## src/rtl/piso_serializer.sv

```systemverilog
// -----------------------------------------------------------------------------
// piso_serializer
//   Parallel-in / serial-out converter with a valid/ready handshake.
//   A word is accepted when i_valid & o_ready are high at a rising edge. The
//   word is then shifted out MSB-first or LSB-first, as chosen by i_direction
//   at that moment. Each bit is held for CLKS_PER_BIT clocks. A new word
//   offered during the final clock of a frame is loaded straight away, so
//   frames can follow each other with no gap.
//
// Parameters
//   N            data word width in bits (>= 2)
//   CLKS_PER_BIT clocks each bit is held on o_serial (>= 1)
//   IDLE_LEVEL   level driven on o_serial while no frame is active
//
// Ports
//   clk          sole clock, rising edge
//   rst          asynchronous active-high reset; any partial frame is dropped
//   i_valid      i_data / i_direction are valid this cycle
//   o_ready      a word can be accepted this cycle
//   i_data       parallel word to serialise
//   i_direction  0 = MSB first, 1 = LSB first; sampled only on accept
//   o_serial     serial bit stream
//   o_first      high for the whole period of bit 0 of each frame
//   o_busy       high while a frame is being shifted out
//   o_done       one-cycle pulse in the final clock of the last bit
// -----------------------------------------------------------------------------
module piso_serializer #(
    parameter int   N            = 8,
    parameter int   CLKS_PER_BIT = 1,
    parameter logic IDLE_LEVEL   = 1'b0
) (
    input  logic         clk,
    input  logic         rst,
    input  logic         i_valid,
    output logic         o_ready,
    input  logic [N-1:0] i_data,
    input  logic         i_direction,
    output logic         o_serial,
    output logic         o_first,
    output logic         o_busy,
    output logic         o_done
);

    localparam int BW = $clog2(N);
    localparam int DW = (CLKS_PER_BIT > 1) ? $clog2(CLKS_PER_BIT) : 1;

    localparam logic [BW-1:0] BIT_LAST = BW'(N - 1);
    localparam logic [DW-1:0] DIV_LAST = DW'(CLKS_PER_BIT - 1);
    localparam logic [BW-1:0] BIT_ZERO = {BW{1'b0}};
    localparam logic [DW-1:0] DIV_ZERO = {DW{1'b0}};

    typedef enum logic [0:0] {
        IDLE  = 1'b0,
        SHIFT = 1'b1
    } state_t;

    state_t          state_r;
    state_t          state_s;
    logic [N-1:0]    sreg_r;
    logic [N-1:0]    sreg_s;
    logic            dir_r;
    logic            dir_s;
    logic [BW-1:0]   bit_cnt_r;
    logic [BW-1:0]   bit_cnt_s;
    logic [DW-1:0]   div_cnt_r;
    logic [DW-1:0]   div_cnt_s;
    logic            last_s;
    logic            ready_s;
    logic            accept_s;

    // Frame-end and handshake decode, derived only from registered state.
    always_comb begin
        last_s   = (state_r == SHIFT) && (bit_cnt_r == BIT_LAST) && (div_cnt_r == DIV_LAST);
        ready_s  = (state_r == IDLE) || last_s;
        accept_s = i_valid && ready_s;
    end

    // Next-state, shift-register and counter update logic.
    always_comb begin
        state_s   = state_r;
        sreg_s    = sreg_r;
        dir_s     = dir_r;
        bit_cnt_s = bit_cnt_r;
        div_cnt_s = div_cnt_r;
        case (state_r)
            IDLE: begin
                if (accept_s) begin
                    state_s   = SHIFT;
                    sreg_s    = i_data;
                    dir_s     = i_direction;
                    bit_cnt_s = BIT_ZERO;
                    div_cnt_s = DIV_ZERO;
                end else begin
                    state_s = IDLE;
                end
            end
            SHIFT: begin
                if (last_s) begin
                    // Reload on the last clock keeps the stream gapless.
                    if (accept_s) begin
                        state_s   = SHIFT;
                        sreg_s    = i_data;
                        dir_s     = i_direction;
                        bit_cnt_s = BIT_ZERO;
                        div_cnt_s = DIV_ZERO;
                    end else begin
                        state_s   = IDLE;
                        sreg_s    = {N{1'b0}};
                        bit_cnt_s = BIT_ZERO;
                        div_cnt_s = DIV_ZERO;
                    end
                end else if (div_cnt_r == DIV_LAST) begin
                    div_cnt_s = DIV_ZERO;
                    bit_cnt_s = bit_cnt_r + BW'(1);
                    if (dir_r) begin
                        sreg_s = {1'b0, sreg_r[N-1:1]};
                    end else begin
                        sreg_s = {sreg_r[N-2:0], 1'b0};
                    end
                end else begin
                    div_cnt_s = div_cnt_r + DW'(1);
                end
            end
            default: begin
                state_s   = IDLE;
                sreg_s    = {N{1'b0}};
                dir_s     = 1'b0;
                bit_cnt_s = BIT_ZERO;
                div_cnt_s = DIV_ZERO;
            end
        endcase
    end

    // State, data and counter registers with asynchronous reset.
    always_ff @(posedge clk or posedge rst) begin
        if (rst) begin
            state_r   <= IDLE;
            sreg_r    <= {N{1'b0}};
            dir_r     <= 1'b0;
            bit_cnt_r <= BIT_ZERO;
            div_cnt_r <= DIV_ZERO;
        end else begin
            state_r   <= state_s;
            sreg_r    <= sreg_s;
            dir_r     <= dir_s;
            bit_cnt_r <= bit_cnt_s;
            div_cnt_r <= div_cnt_s;
        end
    end

    // Output decode; every output depends only on registered state.
    always_comb begin
        o_ready  = ready_s;
        o_done   = last_s;
        o_busy   = 1'b0;
        o_first  = 1'b0;
        o_serial = IDLE_LEVEL;
        case (state_r)
            SHIFT: begin
                o_busy   = 1'b1;
                o_first  = (bit_cnt_r == BIT_ZERO);
                o_serial = dir_r ? sreg_r[0] : sreg_r[N-1];
            end
            IDLE: begin
                o_busy   = 1'b0;
                o_first  = 1'b0;
                o_serial = IDLE_LEVEL;
            end
            default: begin
                o_busy   = 1'b0;
                o_first  = 1'b0;
                o_serial = IDLE_LEVEL;
            end
        endcase
    end

endmodule

```

## config.mk

```make
export PLATFORM = sky130hd
export DESIGN_NAME = piso_serializer
export DESIGN_NICKNAME = d
export VERILOG_FILES = /design/src/rtl/piso_serializer.sv
export SDC_FILE = /design/constraint.sdc
export NUM_CORES = 1
export LEC_CHECK = 0
export BUFFER_PORTS_ARGS = -buffer_cell sky130_fd_sc_hd__clkbuf_2
export CAP_MARGIN = 30
export CELL_PAD_IN_SITES_DETAIL_PLACEMENT = 1
export CELL_PAD_IN_SITES_GLOBAL_PLACEMENT = 2
export CORE_MARGIN = 2
export CORE_UTILIZATION = 33
export CTS_BUF_LIST = sky130_fd_sc_hd__clkbuf_4 sky130_fd_sc_hd__clkbuf_8
export CTS_CLUSTER_SIZE = 20
export DETAILED_ROUTE_END_ITERATION = 12
export PLACE_DENSITY_LB_ADDON = 0.1
export SLEW_MARGIN = 30
export SYNTH_ARGS = -nofsm -noshare
export SYNTH_HDL_FRONTEND = slang
export SYNTH_SLANG_ARGS = --single-unit
```

## constraint.sdc

```tcl
create_clock -name clk -period 2.2 [get_ports clk]
set_input_delay 0.33 -clock clk [delete_from_list [all_inputs] [get_ports clk]]
set_output_delay 0.33 -clock clk [all_outputs]
set_load 0.005 [all_outputs]
```

; ---- Yosys cells after proc, flatten, opt, wreduce, memory -nomap -nowiden
; Index checks and enable logic that the tools add are counted.
[op_classes]
addsub = 2
eq_ne = 4
mux = 24
n_bitwise = 2
n_reduce_logical = 6
[op_table]
columns = op, count
row1 = 2-to-1 mux 8 bit, 5
row2 = case mux 8 bit (2 select lines), 1
row3 = case mux 1 bit (2 select lines), 6
row4 = 2-to-1 mux 3 bit, 3
row5 = 2-to-1 mux 1 bit, 8
row6 = case mux 3 bit (2 select lines), 1
row7 = != test 2 bit (second input constant), 2
row8 = adder 3 x 1 -> 3 bit (second input constant), 1
row9 = == test 3 bit (second input constant), 1
row10 = logical AND 1 bit, 3
row11 = zero test 3 bit, 1
row12 = != test 3 bit (second input constant), 1
row13 = inverter 1 bit, 2
row14 = AND reduction 2 bit, 1
row15 = adder 1 bit (second input constant), 1
row16 = logical OR 1 bit, 1
[word_totals]
ff_bits = 14
in_bits = 12
out_inout_bits = 5
elab_cells = 43

; ---- Depth between registers and ports, before layout
[logic_depth]
depth_word = 8
depth_mapped = 6
depth_no_buf = 5

; ---- Worst setup path after synthesis
; Ideal clock, no wire load.
[synth_timing]
path_kind = register to register
startpoint = register bit_cnt_r[0]
endpoint = register dir_r
setup_ns = 0.125
t_arrival_ns = 1.510
required_time_ns = 2.075
slack_ns = 0.565
path_stages_with_launch = 7
path_buffers = 1
synth_period_minus_slack_ns = 1.635
cell_sequence = dfrtp_1 > ha_1 > ha_1 > nand2b_2 > and2_1 > buf_6 > mux2_4
[synth_via]
elab_chain_len = 8
word_cells_on_any_way = 9
cone_classes = eq/ne (2) / mux (3) / reduce/logical (4)
[synth_rtl]
columns = item, line_no
row1 = start: declaration, 63  ; logic [BW-1:0] bit_cnt_r;
row2 = start signal: assignment, 146  ; bit_cnt_r <= bit_cnt_s;
row3 = == test 3 bit (*), 73  ; last_s = (state_r == SHIFT) && (bit_cnt_r == BIT_LAST) && (div_cnt_r == DIV_LAST);
row4 = logical AND 1 bit (*) (2 in a row), 73
row5 = logical OR 1 bit, 74  ; ready_s = (state_r == IDLE) || last_s;
row6 = logical AND 1 bit, 75  ; accept_s = i_valid && ready_s;
row7 = 2-to-1 mux 1 bit (2 in a row), n/a
row8 = case mux 1 bit (2 select lines), n/a
row9 = end signal: assignment, 145  ; dir_r <= dir_s;
row10 = end: declaration, 61  ; logic dir_r;
; Mark *: on every way between the ends. The rest lies on a longest branch, timed or not. The select of a mux whose other input is x is not followed.
; A chain may end at the register's enable or synchronous reset.

; ---- Worst setup path in the final report
[layout_timing]
startpoint = register bit_cnt_r[0]
endpoint = output port o_ready
[layout_via]
elab_chain_len = 4
[layout_rtl]
columns = item, line_no
row1 = == test 3 bit, 73
row2 = logical AND 1 bit (2 in a row), 73
row3 = logical OR 1 bit, 74
row4 = end: declaration, 35  ; output logic o_ready,
; Every way passes these cells.

==> flow_metrics.py <==
metrics = {
    "pwr": {
        "power_frac_comb_pct": 41.2,
        "p_clk_share_pct": 15.4,
        "swShare_pct": 37.24,
        "ir_drop_v": 0.0006537,
        "fin_total_pwr_mw": 1.032,
        "p_switching_mw": 0.3841,
        "pwr-share-seq_pct": 43.4,
        "power.internal_mw": 0.6474,
        "p_leak_nw": 0.4230,
        "power.density_mw_per_mm2": 1278,
    },
    "detailed_routing": {
        "dr_total_vias": 516,
        "wl_per_cell_microns": 13.92,
        "wirelength_mm": 1.489,
        "drc": 0,
        "drt-initial-drc-count": 9,
        "firstDrtPassIters": 3,
        "ant_nets": 0,
        "routed_via_density": 4.822,
    },
    "placed_design": {
        "pre_cts_slack_ns": 0.4871,
        "dpl.cell_count": 103,
        "hpwlAfterDp_mm": 1.129,
        "gp_congestion": 0.6693,
        "portBuffers": 16,
        "dpl-instance-area_sq_um": 777.0,
    },
    "floorplanning": {
        "start_util_pct": 34.86,
        "num_rows": 16,
        "pin_count": 17,
        "die_h_microns": 49.29,
        "die-area_sq_mm": 0.002430,
        "design.core.area_sq_mm": 0.001942,
        "die_x_microns": 49.29,
    },
    "run": {
        "max-cap-violations": 0,
    },
    "final_layout": {
        "num_antenna_cells": 0,
        "final_util_pct": 41.56,
        "area_growth_pct": 19.22,
        "final_cells": 107,
        "nets": 96,
        "drive_gt1_share_pct": 28.75,
        "fin_area_sq_um": 807.0,
    },
    "clocking": {
        "cts_hold_buffers": 0,
        "clock_latency_ns": 0.27,
        "htreeDepth": 1,
        "cts_sinks": 13,
        "path_clk_slew_ns": 0.08,
        "ctsResizeCount": 0,
        "post-cts-setup-buffers": 0,
        "clk_path_buf_depth": 2,
        "cts_buffers": 3,
        "cts_tree": "built",
        "cts-root-buf": "clkbuf_4",
    },
    "critical_path": {
        "r2r-start": "bit_cnt_r[0]$_DFFE_PP0P_",
        "cp.arrival_ns": 1.56,
        "critPathMaxStageDelay_ns": 0.41,
        "cpMostUsedCell": "ha_1",
        "r2r_end": "sreg_r[7]$_DFFE_PP0P_",
        "cp.depth": 5,
        "rrSetupSlack_ns": 0.48,
        "path_buf_inv": 2,
        "crit_end": "o_ready",
        "cp.required_ns": 1.87,
        "worst_path_max_delay_cell": "dfrtp_1",
        "path_max_fanout": 13,
        "crit_chain": "ha_1 -> ha_1 -> nand2b_2 -> buf_4 -> clkbuf_2",
        "cp_top_family": "flip-flops",
        "worstSetupPathType": "register to output port",
        "startpoint": "bit_cnt_r[0]$_DFFE_PP0P_",
        "end_kind": "output port",
        "reg2regPathDepth": 5,
        "cp-start-kind": "register",
    },
    "timing": {
        "tightest_slew_ns": 0.7566,
        "setup_slack_ns": 0.3121,
        "max_freq_mhz": 529.7,
        "fin_crit_ns": 1.888,
        "clock_skew_ns": 0.002710,
        "period_share_pct": 85.81,
        "grt_setup_unrepaired": "false",
        "slew_viol_final": 0,
        "whs_ns": 0.05144,
        "slew_headroom_pct": 49.37,
        "final-hold-violation-count": 0,
        "final-setup-viol-count": 0,
        "final.setup.tns_ns": 0,
    },
    "synth": {
        "synth_cells": 62,
        "synth-seq-cells": 13,
        "syn_area_per_cell_sq_um": 10.92,
        "yosysWarnings": 0,
        "yosysSeqAreaShare_pct": 48.06,
        "synth.distinct_cells": 17,
        "synth_area_sq_um": 676.9,
        "syn-num-nets": 77,
    },
    "global_routing": {
        "antenna_found_initial": 0,
        "grt_pass1_vias": 585,
        "grt_pass1_wl_mm": 2.684,
        "track_usage_pct": 14.48,
        "overflow": 0,
        "grt_max_degree": 14,
    },
    "outcome": {
        "outcome": "complete, no violations",
    },
    "hold_path": {
        "hold_path.class": "input pin to async pin",
    },
}
==> Yosys cell counts <==
cell	n	share of area (%)
nor3b_1	1	1.1
mux2_4	1	2.2
nor2_1	9	5.0
nor2b_1	1	0.92
and2_1	2	1.8
a221o_1	8	12
o21ai_0	2	1.5
buf_6	1	1.7
ha_1	3	5.5
dfrtp_1	13	48
nand2_1	4	2.2
buf_2	2	1.5
inv_1	5	2.8
mux2i_1	7	10
nand2b_1	1	0.92
nand2b_2	1	1.3
o32ai_1	1	1.3
==> cell usage in the layout (no fill, tap or decap) <==
cell type and count:
nor2b_1 1, nand2_1 4, o32ai_1 1, and2_1 2
nand2b_1 1, nor3b_1 1, mux2i_1 7, o21ai_0 2
dfrtp_1 13, nor2_1 9, clkbuf_4 4, clkbuf_2 16
inv_1 5, ha_1 3, nand2b_2 1, mux2_4 1
buf_4 1, a221o_1 8
==> area by class of cell <==
class                   count  area, sq um
well taps                  27        33.78
clock buffers               4        30.03
inverters                   5        18.77
flip-flops and latches     13        325.3
fillers                   228         1135
repair buffers             17        87.58
multi-input cells          41        311.5
==> cell families after synthesis <==
family	after synthesis	share of synthesized area, %
adders and majority gates	3	5.546
muxes	8	12.57
buffers and inverters	8	5.915
and+or+nand+nor	19	13.31
DFF	13	48.06
AOI/OAI and AO/OA	11	14.60
==> registers in the layout, summed over array words and instances, names as in the netlist <==
register	cells
state_r	1
bit_cnt_r	3
dir_r	1
sreg_r	8
==> power by group through the flow <==
stage	combinational, mW	sequential (mW)	clock, mW
after floorplan	0.362	0.391	0
after global placement	0.416	0.455	0
after detailed placement	0.435	0.454	0
after CTS	0.435	0.448	0.166
after global routing	0.502	0.466	0.175
final	0.425	0.448	0.159
==> worst reg2reg max path: cells and delay by family (launching register included) <==
| kind | cells | cell delay [ns] |
|---|---|---|
| simple gates | 2 | 0.46 |
| compound gates | 1 | 0.34 |
| fa+ha+maj | 2 | 0.40 |
| flops | 1 | 0.41 |
==> worst min path at each step <==
| stage | to | slack (ns) | cells after the start |
|---|---|---|---|
| 3_3_place_gp | state_r$_DFF_PP0_ | 0.38 | 2 |
| 6_report | sreg_r[4]$_DFFE_PP0P_ | 0.05 | 2 |
| 3_5_place_dp | sreg_r[6]$_DFFE_PP0P_ | 0.37 | 2 |
| 2_1_floorplan | bit_cnt_r[0]$_DFFE_PP0P_ | 0.21 | 1 |
| 5_1_grt | sreg_r[4]$_DFFE_PP0P_ | 0.08 | 2 |
| 4_1_cts | sreg_r[6]$_DFFE_PP0P_ | 0.07 | 2 |
==> routing by layer <==
metal / track usage, % / vias to the layer above / share of wire [%]
met5: 0 / - / 0
met4: 4.286 / 0 / 0.87
met3: 5.828 / 2 / 5.0
met2: 23.65 / 11 / 45
met1: 17.37 / 249 / 49
li1: - / 254 / -
Note: power is estimated with default switching activity, not from simulation.
